[config.mk]
export PLATFORM = sky130hd
export DESIGN_NAME = instr_loader
export DESIGN_NICKNAME = d
export VERILOG_FILES = /design/src/rtl/instr_loader_pkg.sv /design/src/rtl/instr_loader_byte_packer.sv /design/src/rtl/instr_loader.sv
export SDC_FILE = /design/constraint.sdc
export NUM_CORES = 1
export LEC_CHECK = 0
export BUFFER_PORTS_ARGS = -buffer_cell sky130_fd_sc_hd__buf_2
export CORE_MARGIN = 8
export CORE_UTILIZATION = 56
export DETAILED_ROUTE_END_ITERATION = 6
export GPL_TIMING_DRIVEN = 0
export HOLD_SLACK_MARGIN = 0.1
export PLACE_DENSITY_LB_ADDON = 0.12
export SETUP_SLACK_MARGIN = 0.4
export SKIP_LAST_GASP = 1
export SYNTH_ARGS = -nofsm -noshare
export SYNTH_HDL_FRONTEND = slang
export SYNTH_HIERARCHICAL = 1
export SYNTH_SLANG_ARGS = --single-unit
[constraint.sdc]
create_clock -name clk -period 3.4 [get_ports clk]
set_clock_uncertainty 0.1 [all_clocks]
set_input_delay 0.34 -clock clk [delete_from_list [all_inputs] [get_ports clk]]
set_output_delay 0.34 -clock clk [all_outputs]
set_load 0.01 [all_outputs]
[src/rtl/instr_loader_pkg.sv]
// ============================================================================
//  Module      : instr_loader_pkg
//  Description : Shared widths, loader state encodings and address helper.
//  Revision    : 1.0 - initial release
// ============================================================================
`default_nettype none

`ifndef INSTR_LOADER_DEFS
`define INSTR_LOADER_DEFS
`define WORD          32
`define INSTR_LEN     32
`define LDR_HDR       3'd0
`define LDR_LOAD      3'd1
`define LDR_CSUM      3'd2
`define LDR_DONE      3'd3
`define LDR_ERROR     3'd4
`define LDR_HDR_BYTES 2
`endif

package instr_loader_pkg;

   typedef enum logic [2:0] {
      ST_HDR   = `LDR_HDR,
      ST_LOAD  = `LDR_LOAD,
      ST_CSUM  = `LDR_CSUM,
      ST_DONE  = `LDR_DONE,
      ST_ERROR = `LDR_ERROR
   } ldr_state_t;

   localparam int HDR_BYTES = `LDR_HDR_BYTES;

   function automatic logic [`WORD-1:0] word_addr(input logic [`WORD-1:0] base,
                                                  input logic [15:0]       k);
      return base + {{(`WORD-18){1'b0}}, k, 2'b00};
   endfunction

endpackage

`default_nettype wire

[src/rtl/instr_loader_byte_packer.sv]
// ============================================================================
//  Module      : byte_packer
//  Description : Packs a little-endian byte stream into 32-bit words.
//  Revision    : 1.0 - initial release
// ============================================================================
`default_nettype none

module byte_packer (
   input  logic        clk,
   input  logic        reset,
   input  logic        clear,
   input  logic [7:0]  byte_in,
   input  logic        byte_en,
   output logic [31:0] packed_word,
   output logic        word_ready
);

   logic [1:0]  idx;
   logic [23:0] partial;

   always_ff @(posedge clk) begin
      if (reset || clear) begin
         idx     <= 2'd0;
         partial <= 24'd0;
      end else if (byte_en) begin
         idx     <= idx + 2'd1;
         partial <= {byte_in, partial[23:8]};
      end
   end

   // The 4th byte completes the word combinationally so the caller can register it.
   assign packed_word = {byte_in, partial};
   assign word_ready  = byte_en && (idx == 2'd3);

endmodule

`default_nettype wire

[src/rtl/instr_loader.sv]
// ============================================================================
//  Module      : instr_loader
//  Description : Boot-time loader writing a byte-stream image into instruction
//                memory; optional trailing XOR checksum via INSTR_LOADER_CHECKSUM_EN.
//  Revision    : 1.0 - initial release
// ============================================================================
`default_nettype none

module instr_loader
   import instr_loader_pkg::*;
#(
   parameter int               SIZE = 1024,
   parameter logic [`WORD-1:0] BASE = `WORD'd0
) (
   input  logic                  clk,
   input  logic                  reset,
   input  logic [7:0]            byte_in,
   input  logic                  byte_valid,
   output logic                  byte_ready,
   output logic                  wr_en,
   output logic [`WORD-1:0]      wr_addr,
   output logic [`INSTR_LEN-1:0] wr_data,
   output logic                  core_reset,
   output logic                  done,
   output logic                  error
);

`ifdef INSTR_LOADER_CHECKSUM_EN
   localparam ldr_state_t FIN_STATE = ST_CSUM;
   logic [7:0] csum;
`else
   localparam ldr_state_t FIN_STATE = ST_DONE;
`endif

   ldr_state_t  state, state_nxt;
   logic        hdr_idx;
   logic [7:0]  lo_byte;
   logic [15:0] count;
   logic [15:0] k;
   logic        accept, hdr_last, all_written, pack_en, word_ready;
   logic [15:0] hdr_n;
   logic [31:0] packed_word;

   assign accept      = byte_valid && byte_ready;
   assign hdr_last    = (hdr_idx == 1'(HDR_BYTES - 1));
   assign hdr_n       = {byte_in, lo_byte};
   assign all_written = (k == count);
   assign pack_en     = accept && (state == ST_LOAD) && !all_written;

   byte_packer u_packer (
      .clk         (clk),
      .reset       (reset),
      .clear       (state != ST_LOAD),
      .byte_in     (byte_in),
      .byte_en     (pack_en),
      .packed_word (packed_word),
      .word_ready  (word_ready)
   );

   always_ff @(posedge clk) begin
      if (reset) state <= ST_HDR;
      else       state <= state_nxt;
   end

   always_comb begin
      state_nxt  = state;
      byte_ready = 1'b0;
      done       = 1'b0;
      error      = 1'b0;
      core_reset = 1'b1;
      case (state)
         ST_HDR: begin
            byte_ready = 1'b1;
            if (accept && hdr_last) begin
               if (hdr_n == 16'd0)                 state_nxt = FIN_STATE;
               else if ({16'd0, hdr_n} > 32'(SIZE)) state_nxt = ST_ERROR;
               else                                state_nxt = ST_LOAD;
            end
         end
         // Leave LOAD only once the last write is on the port, so DONE follows it.
         ST_LOAD: begin
            byte_ready = 1'b1;
            if (all_written) state_nxt = FIN_STATE;
         end
`ifdef INSTR_LOADER_CHECKSUM_EN
         ST_CSUM: begin
            byte_ready = 1'b1;
            if (accept) state_nxt = (byte_in == csum) ? ST_DONE : ST_ERROR;
         end
`endif
         ST_DONE: begin
            done       = 1'b1;
            core_reset = 1'b0;
         end
         ST_ERROR: error = 1'b1;
         default:  state_nxt = ST_HDR;
      endcase
   end

   always_ff @(posedge clk) begin
      if (reset) begin
         hdr_idx <= 1'b0;
         lo_byte <= 8'd0;
         count   <= 16'd0;
         k       <= 16'd0;
         wr_en   <= 1'b0;
         wr_addr <= BASE;
         wr_data <= '0;
`ifdef INSTR_LOADER_CHECKSUM_EN
         csum    <= 8'd0;
`endif
      end else begin
         wr_en <= word_ready;
         if (state == ST_HDR && accept) begin
            hdr_idx <= ~hdr_idx;
            if (!hdr_last) lo_byte <= byte_in;
            else begin
               count <= hdr_n;
               k     <= 16'd0;
            end
         end
         if (word_ready) begin
            wr_data <= packed_word;
            wr_addr <= word_addr(BASE, k);
            k       <= k + 16'd1;
         end
`ifdef INSTR_LOADER_CHECKSUM_EN
         if (pack_en) csum <= csum ^ byte_in;
`endif
      end
   end

endmodule

`default_nettype wire

; Word-level counts from Yosys, hierarchy flattened
; Cells that the tools add are included.
; W data, S select, Z words.
[word_totals]
reg_bits = 119
input_bits = 11
out_inout_bits = 69
elab_cells = 53
[classes]
n_addsub = 2
magnitude_cmp = 1
n_eq_ne = 8
mux = 12
bitwise = 2
reduce_logical = 18
[ops]
columns = cell, n
row1 = $mux W16, 3
row2 = $add A16 B1 Y16 const B, 1
row3 = $eq A16 B16 Y1, 1
row4 = $gt A16 B11 Y1 const B, 1
row5 = $logic_not A16 Y1, 1
row6 = $mux W3, 4
row7 = $pmux W3 S3, 1
row8 = $logic_and A1 B1 Y1, 6
row9 = $reduce_and A2 Y1, 3
row10 = $mux W1, 4
row11 = $ne A2 B2 Y1 const B, 2
row12 = $reduce_bool A2 Y1, 2
row13 = $reduce_or A2 Y1, 2
row14 = $eq A3 B1 Y1 const B, 1
row15 = $eq A3 B2 Y1 const B, 1
row16 = $eq A3 B3 Y1 const B, 1
row17 = $logic_not A3 Y1, 1
row18 = $ne A3 B1 Y1 const B, 1
row19 = $reduce_and A3 Y1, 1
row20 = $add A2 B1 Y2 const B, 1
row21 = $eq A2 B2 Y1 const B, 1
row22 = $not A1 Y1, 2
row23 = $logic_not A1 Y1, 1
row24 = $logic_or A1 B1 Y1, 1

; Depth between registers and ports, before layout
[depth]
ltp_word = 9
depth_mapped = 13
ltp_nobuf = 9

; By module
; The synthesis kept the hierarchy.
[modules_own_cells]
columns = module, instances, cells_per_inst, area_each_um2, seq_area_each_um2
row1 = instr_loader, 1, 443, 3991.3, 1861.8
row2 = byte_packer, 1, 95, 1039.7, 520.5

; Least setup slack after synthesis
; Ideal clock, no wire load.
[synth_path]
path_kind = reg2reg
start = register state[2]
end = register wr_addr[10]
setup_ps = 128
t_arrival_ps = 2367
required_ps = 3172
path_slack_ps = 805
path_stages_with_launch = 12
path_buffers = 5
cell_sequence = dfxtp_1 nor2_1 nand2_1 nor3b_1 buf_6 buf_6 and2_1 clkbuf_1 buf_2 buf_2 mux2i_1 nor2_1
[synth_between]
elab_chain_len = 7
word_cells_on_any_way = 8
[synth_rtl]
columns = item, line_no
row1 = from (decl), instr_loader.sv:35  ; ldr_state_t state, state_nxt;
row2 = from (signal assigned), instr_loader.sv:62  ; else state <= state_nxt;
row3 = $eq A3 B1 Y1 or $logic_not A3 Y1 (tied branches), instr_loader.sv:71  ; case (state)
row4 = $reduce_or A2 Y1 (no source line) (*), --
row5 = $mux W1 (*), instr_loader.sv:71
row6 = via byte_ready, instr_loader.sv:19  ; output logic byte_ready,
row7 = $logic_and A1 B1 Y1 (*), instr_loader.sv:44  ; assign accept = byte_valid && byte_ready;
row8 = $logic_and A1 B1 Y1 (*) (2 in series), instr_loader.sv:48  ; assign pack_en = accept && (state == ST_LOAD) && !all_written;
row9 = via pack_en, instr_loader.sv:40  ; logic accept, hdr_last, all_written, pack_en, word_ready;
row10 = $logic_and A1 B1 Y1 (*), instr_loader_byte_packer.sv:33  ; assign word_ready = byte_en && (idx == 2'd3);
row11 = via word_ready, instr_loader.sv:40
row12 = to (signal assigned), instr_loader.sv:124  ; wr_addr <= word_addr(BASE, k);
row13 = to (decl), instr_loader.sv:21  ; output logic [`WORD-1:0] wr_addr,
; Mark *: on every way through the listed nets, which the timed path passes. The rest lies on a longest branch.
; A chain may end at the register's enable or synchronous reset.

; Worst setup path after layout
[layout_path]
start = register k[7]
end = register k[11]
[layout_between]
elab_chain_len = 6
word_cells_on_any_way = 9
[layout_rtl]
columns = item, line_no
row1 = from (decl), instr_loader.sv:39  ; logic [15:0] k;
row2 = from (signal assigned), instr_loader.sv:125  ; k <= k + 16'd1;
row3 = $eq A16 B16 Y1 (*), instr_loader.sv:47  ; assign all_written = (k == count);
row4 = $logic_not A1 Y1 (*), instr_loader.sv:48
row5 = $logic_and A1 B1 Y1 (*), instr_loader.sv:48
row6 = via pack_en, instr_loader.sv:40
row7 = $logic_and A1 B1 Y1 (*), instr_loader_byte_packer.sv:33
row8 = via word_ready, instr_loader.sv:40
row9 = $reduce_bool A2 Y1 (no source line), --
row10 = $reduce_and A2 Y1 (no source line), --
; Marked as above.

==> metrics.txt <==
# TYPE chip_impl_metric gauge
chip_impl_metric{name="number_of_buffers_created_by_cts",unit=""} 17
chip_impl_metric{name="first_global_vias",unit=""} 4229
chip_impl_metric{name="design.core.area",unit="um2"} 8720
chip_impl_metric{name="critical_path.max_fanout",unit=""} 10
chip_impl_metric{name="synth-seq-area-share",unit="%"} 47.4
chip_impl_metric{name="p_per_area",unit="nW/um2"} 557
chip_impl_info{name="cts_root_buffer",value="sky130_fd_sc_hd__clkbuf_8"} 1
chip_impl_metric{name="detailedRoute.firstPassIterationCount",unit=""} 4
chip_impl_metric{name="clock_latency_reported_for_the_late_side_of_the_worst_skew_pair",unit="ns"} 0.52
chip_impl_metric{name="place.detailed.hpwl",unit="um"} 8690
chip_impl_metric{name="timing.final.crit_share",unit="%"} 83.8
chip_impl_metric{name="h-tree-depth",unit=""} 4
chip_impl_metric{name="fin_total_pwr",unit="mW"} 3.49
chip_impl_metric{name="setup_total_negative_slack",unit="ns"} 0
chip_impl_metric{name="fp.dieH",unit="um"} 111
chip_impl_metric{name="synth_largest_type_area_fraction",unit="%"} 47.4
chip_impl_metric{name="fin_nets",unit=""} 656
chip_impl_info{name="post-synth-top-area-cell",value="sky130_fd_sc_hd__dfxtp_1"} 1
chip_impl_info{name="crit_path_cell_trace",value="xnor2_1, nand4_1, nor4_4, nor3b_1, buf_6, buf_6, and2_1, clkbuf_2, nand2b_2, clkinv_2, a41oi_1, a31oi_1"} 1
chip_impl_info{name="critPathLaunchType",value="flip-flop"} 1
chip_impl_metric{name="fraction_of_layout_cells_with_a_size_suffix_above_1",unit="%"} 23.3
chip_impl_metric{name="synth_enable_flop_cells",unit=""} 0
chip_impl_metric{name="clk_pin_slew",unit="ns"} 0.06
chip_impl_metric{name="r2r_slack",unit="ns"} 0.55
chip_impl_metric{name="grt_start_max_net_pins",unit=""} 17
chip_impl_info{name="cpMaxStageDelayCell",value="sky130_fd_sc_hd__dfxtp_1"} 1
chip_impl_metric{name="grt_antenna_before_repair",unit=""} 0
chip_impl_metric{name="cellLeakagePower",unit="nW"} 2.47
chip_impl_info{name="synth_most_common_cell",value="sky130_fd_sc_hd__dfxtp_1"} 1
chip_impl_info{name="worstSetupPathType",value="flip-flop to flip-flop"} 1
chip_impl_metric{name="max_slew_margin",unit="%"} 59.7
chip_impl_metric{name="fillCellCount",unit=""} 677
chip_impl_metric{name="final_non_filler_cell_total",unit=""} 764
chip_impl_metric{name="max_slew.worst_pin.slew",unit="ns"} 0.604
chip_impl_metric{name="worst-path-buf-inv",unit=""} 4
chip_impl_metric{name="vias_per_cell",unit=""} 5.30
chip_impl_info{name="rsz_0062_raised_after_global_routing",value="no"} 1
chip_impl_metric{name="synthToLayoutAreaGrowth",unit="%"} 24.7
chip_impl_metric{name="yosysWarningCount",unit=""} 6
chip_impl_info{name="hold_path.class",value="input pin to flip-flop"} 1
chip_impl_info{name="outcome",value="completed"} 1
chip_impl_info{name="netlist_top_cells_count",value="119 x sky130_fd_sc_hd__dfxtp_1, 87 x sky130_fd_sc_hd__nor2_1, 81 x sky130_fd_sc_hd__mux2i_1"} 1
chip_impl_metric{name="path_depth",unit=""} 12
chip_impl_metric{name="critical_path_arrival",unit="ns"} 3.13
chip_impl_metric{name="netlist_area",unit="um2"} 5030
chip_impl_metric{name="drt_iter0_markers",unit=""} 255
chip_impl_metric{name="detail_route.drc_violations",unit=""} 0
chip_impl_metric{name="yosys_register_bits",unit=""} 119
chip_impl_metric{name="max_freq",unit="GHz"} 0.351
chip_impl_metric{name="routabilityCongestion",unit=""} 0.864
chip_impl_metric{name="syn_inst_count",unit=""} 538
chip_impl_metric{name="grt_pass1_wl",unit="um"} 21000
chip_impl_metric{name="synth.lib_cells_used.distinct",unit=""} 46
chip_impl_info{name="path_delay_family",value="simple AND/OR/NAND/NOR gates"} 1
chip_impl_metric{name="placement_rows",unit=""} 34
chip_impl_metric{name="hold_violations",unit=""} 0
chip_impl_info{name="postSynth.topFlopCell",value="sky130_fd_sc_hd__dfxtp_1"} 1
chip_impl_info{name="cpMostUsedCell",value="sky130_fd_sc_hd__buf_6"} 1
chip_impl_metric{name="routed_length_per_placed_instance",unit="um"} 16.3
chip_impl_metric{name="globalRoute.totalOverflow",unit=""} 0
chip_impl_metric{name="dieArea",unit="um2"} 12300
chip_impl_info{name="endpoint_kind",value="flip-flop"} 1
chip_impl_metric{name="number_of_antenna_repair_diodes",unit=""} 0
chip_impl_info{name="synth.top_cells.by_area",value="sky130_fd_sc_hd__dfxtp_1 47%, sky130_fd_sc_hd__mux2i_1 16%, sky130_fd_sc_hd__nor2_1 6.5%"} 1
chip_impl_metric{name="ant_nets",unit=""} 0
chip_impl_metric{name="io_buffer_count",unit=""} 63
chip_impl_metric{name="clock_tree.buffer_depth",unit=""} 2
chip_impl_metric{name="routed_wirelength",unit="um"} 12500
chip_impl_metric{name="worst_ir_drop_vdd",unit="mV"} 0.355
chip_impl_metric{name="async_flop_share",unit="%"} 0
chip_impl_metric{name="worst_hold_path.num_cells",unit=""} 4
chip_impl_metric{name="rr_worst_depth",unit=""} 12
chip_impl_metric{name="drv_slew",unit=""} 0
chip_impl_metric{name="vias",unit=""} 4052
chip_impl_metric{name="floorplan.initialDensity",unit="%"} 57.7
chip_impl_metric{name="grt.total_usage",unit="%"} 20.6
chip_impl_metric{name="synth.avg_cell_area",unit="um2"} 9.35
chip_impl_metric{name="setup_viol",unit=""} 0
chip_impl_info{name="tritoncts",value="built"} 1
chip_impl_metric{name="place_inst",unit=""} 724
chip_impl_metric{name="critical-path-max-stage-delay",unit="ns"} 0.50
chip_impl_metric{name="cp.required",unit="ns"} 3.69
chip_impl_metric{name="fin_crit",unit="ns"} 2.85
chip_impl_metric{name="boundary_pins",unit=""} 80
chip_impl_metric{name="reported_max_cap_violation_count",unit=""} 0
chip_impl_metric{name="die_w",unit="um"} 111
chip_impl_metric{name="cts.sinks",unit=""} 119
cell families (layout without fill, tap and decap cells):
| group | Yosys count | count (layout) | share of synthesized area (%) |
|---|---|---|---|
| AOI/OAI and AO/OA | 58 | 58 | 6.89 |
| other | 1 | 16 | 0.0745 |
| muxes | 81 | 81 | 16.1 |
| buffers and inverters | 69 | 172 | 8.51 |
| xor gates and xnor gates | 22 | 22 | 3.83 |
| DFF | 119 | 119 | 47.4 |
| and+or+nand+nor | 186 | 186 | 16.7 |
| adders and majority gates | 2 | 2 | 0.497 |
cell type report:
| cell class | count | area (um2) | share of cell area [%] |
|---|---|---|---|
| Inverter | 8 | 31.3 | 0.499 |
| Timing Repair Buffer | 71 | 395 | 6.30 |
| Clock inverter | 14 | 183 | 2.91 |
| Clock buffer | 18 | 428 | 6.82 |
| Buffer | 61 | 418 | 6.66 |
| Tap cell | 108 | 135 | 2.15 |
| Sequential cell | 119 | 2380 | 38.0 |
| Multi-Input combinational cell | 365 | 2300 | 36.7 |
path summary, 6_finish.rpt:
path / startpoint / to
setup / recovery: k[7] / k[11]
hold / removal: reset / u_packer/partial[23]
setup reg to reg: k[7] / k[11]
hold reg to reg: count[4] / count[4]
routing by layer:
| metal | global-route usage (%) | vias up | part of all wire [%] |
|---|---|---|---|
| met5 | 0 | - | 0 |
| met4 | 9.10 | 0 | 1.8 |
| met3 | 6.66 | 24 | 6.5 |
| met2 | 34.1 | 134 | 49 |
| met1 | 23.6 | 1894 | 42 |
| li1 | - | 2000 | - |
state kept, by name (all words and copies together), names as in the netlist:
register          cells
wr_addr              16
k                    16
wr_data              32
state                 3
count                16
wr_en                 1
u_packer/idx          2
lo_byte               8
u_packer/partial     24
hdr_idx               1
tightest hold or removal path, delay by kind of cell:
| family | cells | cell delay [ns] |
|---|---|---|
| simple gates | 2 | 0.16 |
| buf+inv | 2 | 0.24 |
power breakdown:
part,switching (mW),total (mW),internal [mW]
clock network,0.678,1.83,1.15
logic,0.126,0.219,0.0930
registers,0.0250,1.44,1.42
total,0.829,3.49,2.66
stage by stage:
stage	hold slack [ns]	cell area [um2]	worst slack, ns	util (%)
finish	0.183	6270	0.552	72.0
global route	0.182	6270	0.409	72.0
CTS	0.165	6240	0.316	71.6
detailed placement	0.360	5540	0.149	63.5
global placement	0.355	5540	0.162	63.5
floorplan	0.344	5090	0.805	-
timing repair:
action | in CTS | in global routing
endpoints found under the setup margin | 45 | 61
hold buffers | 8 | 0
hold endpoints to repair | 24 | 0
pin swaps | 0 | 1
gates resized for setup | 5 | 13
setup buffers | 0 | 0
layout by cell type (no fill, tap or decap), drive strengths merged, types with 2 or more instances in the layout:
| master | count |
|---|---|
| nand3 | 16 |
| buf | 108 |
| o31ai | 3 |
| nand4 | 7 |
| dlygate4sd3 | 8 |
| o211a | 2 |
| nor2 | 88 |
| clkinv | 2 |
| dfxtp | 119 |
| o21ai | 9 |
| ha | 2 |
| or3 | 3 |
| bufinv | 3 |
| clkinvlp | 3 |
| xnor2 | 20 |
| and3 | 3 |
| a21oi | 27 |
| conb | 16 |
| or2 | 2 |
| xor2 | 2 |
| a211oi | 2 |
| and2 | 5 |
| inv | 14 |
| a31oi | 7 |
| nand2b | 3 |
| a21boi | 2 |
| nor3 | 3 |
| mux2i | 81 |
| nand2 | 46 |
| clkbuf | 34 |
| nor4 | 3 |
| a41oi | 3 |
Note: power is estimated with default switching activity, not from simulation.
